**config.mk**
```make
export PLATFORM = sky130hd
export DESIGN_NAME = ifu_fetch
export DESIGN_NICKNAME = d
export VERILOG_FILES = /design/src/rtl/ifu_fetch.sv
export SDC_FILE = /design/constraint.sdc
export NUM_CORES = 1
export LEC_CHECK = 0
export ABC_AREA = 1
export CAP_MARGIN = 20
export CORE_AREA = 2 2 203 105
export DETAILED_ROUTE_END_ITERATION = 7
export DIE_AREA = 0 0 205 107
export GPL_TIMING_DRIVEN = 0
export PLACE_DENSITY = 0.82
export RECOVER_POWER = 25
export SYNTH_ARGS = -nofsm -noshare
export SYNTH_HDL_FRONTEND = slang
export SYNTH_SLANG_ARGS = --single-unit
```
**constraint.sdc**
```tcl
create_clock -name clk -period 2.4 [get_ports clk]
set_input_delay 0.48 -clock clk [delete_from_list [all_inputs] [get_ports clk]]
set_output_delay 0.48 -clock clk [all_outputs]
set_load 0.005 [all_outputs]
```
**src/rtl/ifu_fetch.sv**
```systemverilog
`timescale 1ns/1ps
// ----------------------------------------------------------------------------
// ifu_fetch -- instruction fetch unit (producer side of the if_id -> id path)
//
// Holds the PC, issues pipelined word fetches over a req/gnt/rvalid handshake,
// buffers returned words in a 2-entry FIFO and presents them downstream with
// valid/hold flow control. A redirect (jump) flushes the FIFO and discards
// every response still in flight for the old stream.
//
// Optional feature macro: IFU_BYPASS_EN
//   defined   : a response arriving while the FIFO is empty (and nothing is
//               being dropped) is shown on inst_o in the same cycle.
//   undefined : every response passes through the FIFO (grant N -> valid N+2).
//
// Ports:
//   clk, rstn                      clock, asynchronous active-low reset
//   jump_en_i, jump_addr_i         redirect request and target (bits [1:0] ignored)
//   hold_i                         downstream stall
//   imem_req_o, imem_addr_o        fetch request and word-aligned address (= pc)
//   imem_gnt_i                     request accepted (req & gnt)
//   imem_rvalid_i, imem_rdata_i    in-order response
//   inst_o, instaddr_o             instruction and its address to if_id
//   inst_valid_o                   inst_o / instaddr_o valid
// ----------------------------------------------------------------------------
module ifu_fetch #(
  parameter logic [31:0] RESET_PC = 32'h0000_0000,
  parameter logic [31:0] NOP_INST = 32'h0000_0013
) (
  input  logic        clk,
  input  logic        rstn,
  input  logic        jump_en_i,
  input  logic [31:0] jump_addr_i,
  input  logic        hold_i,
  output logic        imem_req_o,
  output logic [31:0] imem_addr_o,
  input  logic        imem_gnt_i,
  input  logic        imem_rvalid_i,
  input  logic [31:0] imem_rdata_i,
  output logic [31:0] inst_o,
  output logic [31:0] instaddr_o,
  output logic        inst_valid_o
);

  // Program counter
  logic [31:0]      pc_q, pc_d;
  // In-flight address queue: its occupancy is exactly outst_q
  logic [1:0][31:0] aq_addr_q, aq_addr_d;
  logic             aq_rd_q, aq_rd_d;
  logic             aq_wr_q, aq_wr_d;
  logic [1:0]       outst_q, outst_d;
  // Number of in-flight responses that belong to a redirected-away stream
  logic [1:0]       drop_cnt_q, drop_cnt_d;
  // Output FIFO
  logic [1:0][31:0] fifo_addr_q, fifo_addr_d;
  logic [1:0][31:0] fifo_data_q, fifo_data_d;
  logic             fifo_rd_q, fifo_rd_d;
  logic             fifo_wr_q, fifo_wr_d;
  logic [1:0]       fifo_cnt_q, fifo_cnt_d;

  logic        credit_s;
  logic        req_s;
  logic        gnt_fire_s;
  logic        drop_resp_s;
  logic        keep_resp_s;
  logic        fifo_valid_s;
  logic        bypass_s;
  logic        push_s;
  logic        pop_s;
  logic [31:0] aq_head_s;

  // Handshake qualifiers and flow-control decisions for the current cycle.
  always_comb begin
    // Credit counts both in-flight words and buffered words, so the FIFO
    // can always absorb every response that is still on its way.
    credit_s     = ({1'b0, outst_q} + {1'b0, fifo_cnt_q}) < 3'd2;
    req_s        = rstn & ~jump_en_i & credit_s;
    gnt_fire_s   = req_s & imem_gnt_i;
    drop_resp_s  = imem_rvalid_i & (drop_cnt_q != 2'd0);
    // A response landing in a jump cycle belongs to the old stream.
    keep_resp_s  = imem_rvalid_i & (drop_cnt_q == 2'd0) & ~jump_en_i;
    fifo_valid_s = (fifo_cnt_q != 2'd0);
    aq_head_s    = aq_addr_q[aq_rd_q];
`ifdef IFU_BYPASS_EN
    bypass_s     = keep_resp_s & ~fifo_valid_s;
`else
    bypass_s     = 1'b0;
`endif
    pop_s        = fifo_valid_s & ~hold_i & ~jump_en_i;
    // A bypassed word consumed this cycle never enters the FIFO.
    push_s       = keep_resp_s & ~(bypass_s & ~hold_i);
  end

  // Fetch-side and downstream outputs.
  always_comb begin
    imem_req_o  = req_s;
    imem_addr_o = pc_q;
    if (fifo_valid_s) begin
      inst_o       = fifo_data_q[fifo_rd_q];
      instaddr_o   = fifo_addr_q[fifo_rd_q];
      inst_valid_o = 1'b1;
    end else if (bypass_s) begin
      inst_o       = imem_rdata_i;
      instaddr_o   = aq_head_s;
      inst_valid_o = 1'b1;
    end else begin
      inst_o       = NOP_INST;
      instaddr_o   = 32'h0000_0000;
      inst_valid_o = 1'b0;
    end
  end

  // Next-state for PC, in-flight tracking and the drop counter.
  always_comb begin
    if (jump_en_i) begin
      pc_d = jump_addr_i & 32'hFFFF_FFFC;
    end else if (gnt_fire_s) begin
      pc_d = pc_q + 32'd4;
    end else begin
      pc_d = pc_q;
    end

    aq_addr_d = aq_addr_q;
    if (gnt_fire_s) begin
      aq_addr_d[aq_wr_q] = pc_q;
      aq_wr_d            = ~aq_wr_q;
    end else begin
      aq_wr_d            = aq_wr_q;
    end
    // Every response, kept or dropped, retires the oldest in-flight address.
    aq_rd_d = aq_rd_q ^ imem_rvalid_i;
    outst_d = outst_q + {1'b0, gnt_fire_s} - {1'b0, imem_rvalid_i};

    // On a jump every response still pending after this cycle is stale.
    if (jump_en_i) begin
      drop_cnt_d = outst_q - {1'b0, imem_rvalid_i};
    end else if (drop_resp_s) begin
      drop_cnt_d = drop_cnt_q - 2'd1;
    end else begin
      drop_cnt_d = drop_cnt_q;
    end
  end

  // Next-state for the output FIFO (flushed on jump).
  always_comb begin
    fifo_addr_d = fifo_addr_q;
    fifo_data_d = fifo_data_q;
    if (jump_en_i) begin
      fifo_rd_d  = 1'b0;
      fifo_wr_d  = 1'b0;
      fifo_cnt_d = 2'd0;
    end else begin
      if (push_s) begin
        fifo_addr_d[fifo_wr_q] = aq_head_s;
        fifo_data_d[fifo_wr_q] = imem_rdata_i;
        fifo_wr_d              = ~fifo_wr_q;
      end else begin
        fifo_wr_d              = fifo_wr_q;
      end
      fifo_rd_d  = fifo_rd_q ^ pop_s;
      fifo_cnt_d = fifo_cnt_q + {1'b0, push_s} - {1'b0, pop_s};
    end
  end

  // State registers.
  always_ff @(posedge clk or negedge rstn) begin
    if (!rstn) begin
      pc_q        <= RESET_PC;
      aq_addr_q   <= '0;
      aq_rd_q     <= 1'b0;
      aq_wr_q     <= 1'b0;
      outst_q     <= 2'd0;
      drop_cnt_q  <= 2'd0;
      fifo_addr_q <= '0;
      fifo_data_q <= '0;
      fifo_rd_q   <= 1'b0;
      fifo_wr_q   <= 1'b0;
      fifo_cnt_q  <= 2'd0;
    end else begin
      pc_q        <= pc_d;
      aq_addr_q   <= aq_addr_d;
      aq_rd_q     <= aq_rd_d;
      aq_wr_q     <= aq_wr_d;
      outst_q     <= outst_d;
      drop_cnt_q  <= drop_cnt_d;
      fifo_addr_q <= fifo_addr_d;
      fifo_data_q <= fifo_data_d;
      fifo_rd_q   <= fifo_rd_d;
      fifo_wr_q   <= fifo_wr_d;
      fifo_cnt_q  <= fifo_cnt_d;
    end
  end

endmodule

```
==> impl_metrics.xml <==
<?xml version="1.0" encoding="UTF-8"?>
<metrics>
  <group name="status">
    <metric name="outcome" unit="">finished with violations</metric>
    <metric name="failing_checks" unit="">negative hold slack, negative setup slack</metric>
  </group>
  <group name="synthesis">
    <metric name="synthDominantAreaCellType" unit="">sky130_fd_sc_hd__dfrtp_1</metric>
    <metric name="synth-edff-count" unit="">0</metric>
    <metric name="yosysTopAreaCellShare" unit="">0.523</metric>
    <metric name="synth.cell_area" unit="sq um">10700</metric>
    <metric name="ys_async_sr_fraction" unit="">1.00</metric>
    <metric name="avgSynthCellArea" unit="sq um">8.10</metric>
    <metric name="synth_seq_area_share" unit="">0.523</metric>
    <metric name="synth.ff_latch_count" unit="">224</metric>
    <metric name="syn_inst" unit="">1323</metric>
    <metric name="ys.warnings.count" unit="">0</metric>
    <metric name="postSynth.topFlopCell" unit="">sky130_fd_sc_hd__dfrtp_1</metric>
    <metric name="synth_area_leaders" unit="">sky130_fd_sc_hd__dfrtp_1, sky130_fd_sc_hd__nand2_1, sky130_fd_sc_hd__o21ai_0</metric>
    <metric name="ys_top_cells_by_count" unit="">sky130_fd_sc_hd__nand2_1, sky130_fd_sc_hd__dfrtp_1, sky130_fd_sc_hd__o21ai_0</metric>
    <metric name="synth_most_common_cell" unit="">sky130_fd_sc_hd__nand2_1</metric>
    <metric name="synth_cell_type_count" unit="">35</metric>
  </group>
  <group name="placed_design">
    <metric name="dpl.cell_count" unit="">1760</metric>
    <metric name="placement.setup.worst_slack" unit="ns">-0.668</metric>
    <metric name="place_area" unit="sq um">12700</metric>
    <metric name="port_buffers" unit="">160</metric>
    <metric name="place.detailed.hpwl" unit="mm">23.3</metric>
    <metric name="place_congestion" unit="">0.999</metric>
  </group>
  <group name="job">
    <metric name="cap_viol_max_count" unit="">0</metric>
  </group>
  <group name="timing">
    <metric name="report.final.hold_viol_count" unit="">94</metric>
    <metric name="timing.fmax" unit="MHz">409</metric>
    <metric name="finalSetupViolCount" unit="">2</metric>
    <metric name="worst-slew-pin-transition" unit="ns">0.775</metric>
    <metric name="hold_ws" unit="ns">-0.101</metric>
    <metric name="relSlewSlack" unit="">0.484</metric>
    <metric name="final.setup.worst_slack" unit="ns">-0.0478</metric>
    <metric name="min_period" unit="ns">2.45</metric>
    <metric name="final_max_slew_viol_count" unit="">0</metric>
    <metric name="min_period_over_period" unit="">1.02</metric>
    <metric name="rsz_0062_raised_after_global_routing" unit="">true</metric>
    <metric name="finalClockSkew" unit="ns">0.0108</metric>
  </group>
  <group name="cells_and_area">
    <metric name="final_core_util" unit="">0.685</metric>
    <metric name="fillers" unit="">1646</metric>
    <metric name="final_cell_area" unit="sq um">13800</metric>
    <metric name="multi_input_area" unit="sq um">4300</metric>
    <metric name="final_net_count" unit="">1608</metric>
    <metric name="sequential_cell_area" unit="sq um">5610</metric>
    <metric name="final-instance-count-excl-fill" unit="">1817</metric>
    <metric name="flow.area_growth_from_synthesis" unit="%">29.0</metric>
    <metric name="insertedDiodeCount" unit="">0</metric>
    <metric name="fraction_of_final_layout_cells_sized_beyond_drive_strength_1" unit="">0.115</metric>
  </group>
  <group name="clocking">
    <metric name="cts_sinks" unit="">224</metric>
    <metric name="cts_htree_levels" unit="">1</metric>
    <metric name="cts_tree" unit="">yes</metric>
    <metric name="worst_skew_pair.late_latency" unit="ns">0.50</metric>
    <metric name="numCtsBuffers" unit="">21</metric>
    <metric name="clk_root_buf" unit="">sky130_fd_sc_hd__clkbuf_16</metric>
    <metric name="worst_setup_hold_path_clk_slew" unit="ns">0.06</metric>
    <metric name="clk_path_buf_depth" unit="">3</metric>
  </group>
  <group name="grt">
    <metric name="number_of_global_route_vias_before_repair" unit="">9554</metric>
    <metric name="grt_first_pass_wirelength" unit="mm">51.1</metric>
    <metric name="antenna_violations_before_repair" unit="">0</metric>
    <metric name="grt.overflow.total" unit="">0</metric>
    <metric name="grt_usage" unit="">0.299</metric>
    <metric name="grt_max_degree" unit="">105</metric>
  </group>
  <group name="floorplan">
    <metric name="die_outline_area" unit="sq um">21900</metric>
    <metric name="chipHeight" unit="microns">107</metric>
    <metric name="boundaryPins" unit="">168</metric>
    <metric name="die_x" unit="microns">205</metric>
    <metric name="placementRows" unit="">37</metric>
    <metric name="effective_utilization_at_floorplan" unit="">0.531</metric>
    <metric name="core_region_area" unit="sq um">20200</metric>
  </group>
  <group name="route">
    <metric name="avgRoutedWirePerCell" unit="microns">17.9</metric>
    <metric name="drt.antenna.violating_nets" unit="">0</metric>
    <metric name="drt_drc_violations_left" unit="">0</metric>
    <metric name="detailroute.via_count" unit="">10000</metric>
    <metric name="firstDrtPassIters" unit="">7</metric>
    <metric name="drt-total-wl" unit="mm">32.6</metric>
    <metric name="drt_iter0_markers" unit="">1022</metric>
    <metric name="vias_per_cell" unit="">5.52</metric>
  </group>
  <group name="power">
    <metric name="power_report.internal_total" unit="uW">9310</metric>
    <metric name="p_switching" unit="uW">4900</metric>
    <metric name="power_density" unit="nW/um^2">1030</metric>
    <metric name="portion_of_total_power_attributed_to_the_clock_network" unit="">0.236</metric>
    <metric name="pwr-share-seq" unit="">0.434</metric>
    <metric name="cellLeakagePower" unit="uW">0.00700</metric>
    <metric name="comb_pwr_share" unit="">0.330</metric>
    <metric name="vdd_ir_drop_max" unit="uV">668</metric>
    <metric name="power.share.switching" unit="">0.345</metric>
  </group>
  <group name="worst_setup_path">
    <metric name="data_required_critical_path" unit="ns">1.92</metric>
    <metric name="critical-path-slowest-cell" unit="">sky130_fd_sc_hd__clkdlybuf4s50_1</metric>
    <metric name="timing.critical_path.fanout_max" unit="">10</metric>
    <metric name="setup.worst_path.start_class" unit="">flop</metric>
    <metric name="cp_slowest_stage_delay" unit="ns">0.50</metric>
    <metric name="end_kind" unit="">primary output</metric>
    <metric name="crit_path_cell_trace" unit="">nor2_4 -&gt; inv_4 -&gt; clkbuf_16 -&gt; nand3_1 -&gt; clkdlybuf4s50_1</metric>
    <metric name="critical_path_arrival" unit="ns">1.97</metric>
    <metric name="timing_worst_setup_path_type" unit="">reg -&gt; out</metric>
  </group>
  <group name="worst_hold_path">
    <metric name="hold_class" unit="">in -&gt; async</metric>
  </group>
</metrics>
-- cells by family after synthesis --
group / Yosys count / share of synthesized area
and+or+nand+nor: 564 / 0.211
buffers and inverters: 207 / 0.0830
adders and majority gates: 8 / 0.0100
other: 1 / 0.000350
AOI/OAI and AO/OA: 280 / 0.134
DFF: 224 / 0.523
xor gates and xnor gates: 9 / 0.00735
muxes: 30 / 0.0315
-- registers in the layout (all words and copies together) (netlist names) --
name / count
fifo_cnt_q: 2
fifo_rd_q: 1
drop_cnt_q: 2
aq_rd_q: 1
aq_addr_q: 60
imem_addr_o: 30
fifo_data_q: 64
fifo_addr_q: 60
fifo_wr_q: 1
outst_q: 2
aq_wr_q: 1
-- layer usage --
layer | vias up | global-route usage | routed length, microns
met5 | - | 0 | 0
met4 | 0 | 0.0498 | 430
met3 | 40 | 0.0736 | 3440
met2 | 473 | 0.419 | 13500
met1 | 4883 | 0.469 | 15200
li1 | 4631 | - | -
-- worst max-delay path, delay by kind of cell, from the launching register on --
| family | cells | cell delay [ns] |
|---|---|---|
| buffers and inverters | 3 | 0.77 |
| DFF | 1 | 0.42 |
| and+or+nand+nor | 2 | 0.28 |
-- cell type report --
cell class | count | share of cell area
multi-input cells | 895 | 0.311
clock inverters | 6 | 0.00624
clock buffers | 31 | 0.0422
repair buffers | 181 | 0.130
plain buffers | 74 | 0.0439
flip-flops and latches | 224 | 0.405
inverters | 133 | 0.0366
well taps | 273 | 0.0247
-- metrics by stage --
stage / power [uW] / setup TNS [ns]
finish: 14200 / -0.0865
global route: 15100 / -0.406
CTS: 14000 / -1.43
detailed placement: 10500 / -57.73
global placement: 10300 / -2711.44
floorplan: 8690 / 0
-- what timing repair did --
action	CTS	global route
endpoints found under the hold margin	102	8
cloned	1	0
setup endpoints to repair	108	97
pin swaps	3	1
gates resized for setup	122	73
buffers inserted	8	10
-- power groups by stage --
stage | clock network [uW] | registers, uW | logic (uW)
after floorplan | 0 | 5940 | 2750
after global placement | 0 | 6110 | 4150
after detailed placement | 0 | 6170 | 4320
after CTS | 3370 | 6130 | 4520
after global routing | 3540 | 6330 | 5230
final | 3350 | 6170 | 4680
-- worst paths after layout --
path | from | end | slack [ns] | cells past startpoint
worst max-delay path | fifo_cnt_q[0] | inst_o[0] | -0.05 | 5
min in group clk | jump_en_i | imem_addr_o[19] | 0.37 | 5
worst max register to register | fifo_cnt_q[0] | aq_addr_q[15] | 0.10 | 10
max in group asynchronous | rstn | aq_addr_q[51] | 1.33 | 2
worst min register to register | fifo_addr_q[21] | fifo_addr_q[21] | 0.48 | 2
worst min-delay path | rstn | fifo_addr_q[50] | -0.10 | 1
-- placed cells by master, fill, tap and decap left out, types with 18 or more instances in the layout --
cell type                         netlist  routed
sky130_fd_sc_hd__nor2_1                42      40
sky130_fd_sc_hd__clkdlybuf4s50_1        0      97
sky130_fd_sc_hd__a21oi_1               62      52
sky130_fd_sc_hd__clkbuf_16              0      24
sky130_fd_sc_hd__mux2_2                30      30
sky130_fd_sc_hd__dfrtp_1              224     223
sky130_fd_sc_hd__buf_2                 21      19
sky130_fd_sc_hd__o21ai_1               48      51
sky130_fd_sc_hd__nand3_1               54      53
sky130_fd_sc_hd__o21ai_0              159     156
sky130_fd_sc_hd__dlygate4sd2_1          0      38
sky130_fd_sc_hd__inv_1                129     125
sky130_fd_sc_hd__clkbuf_1              35      18
sky130_fd_sc_hd__buf_4                  4      24
sky130_fd_sc_hd__nand2_1              452     451
(Power assumes the default switching activity.)
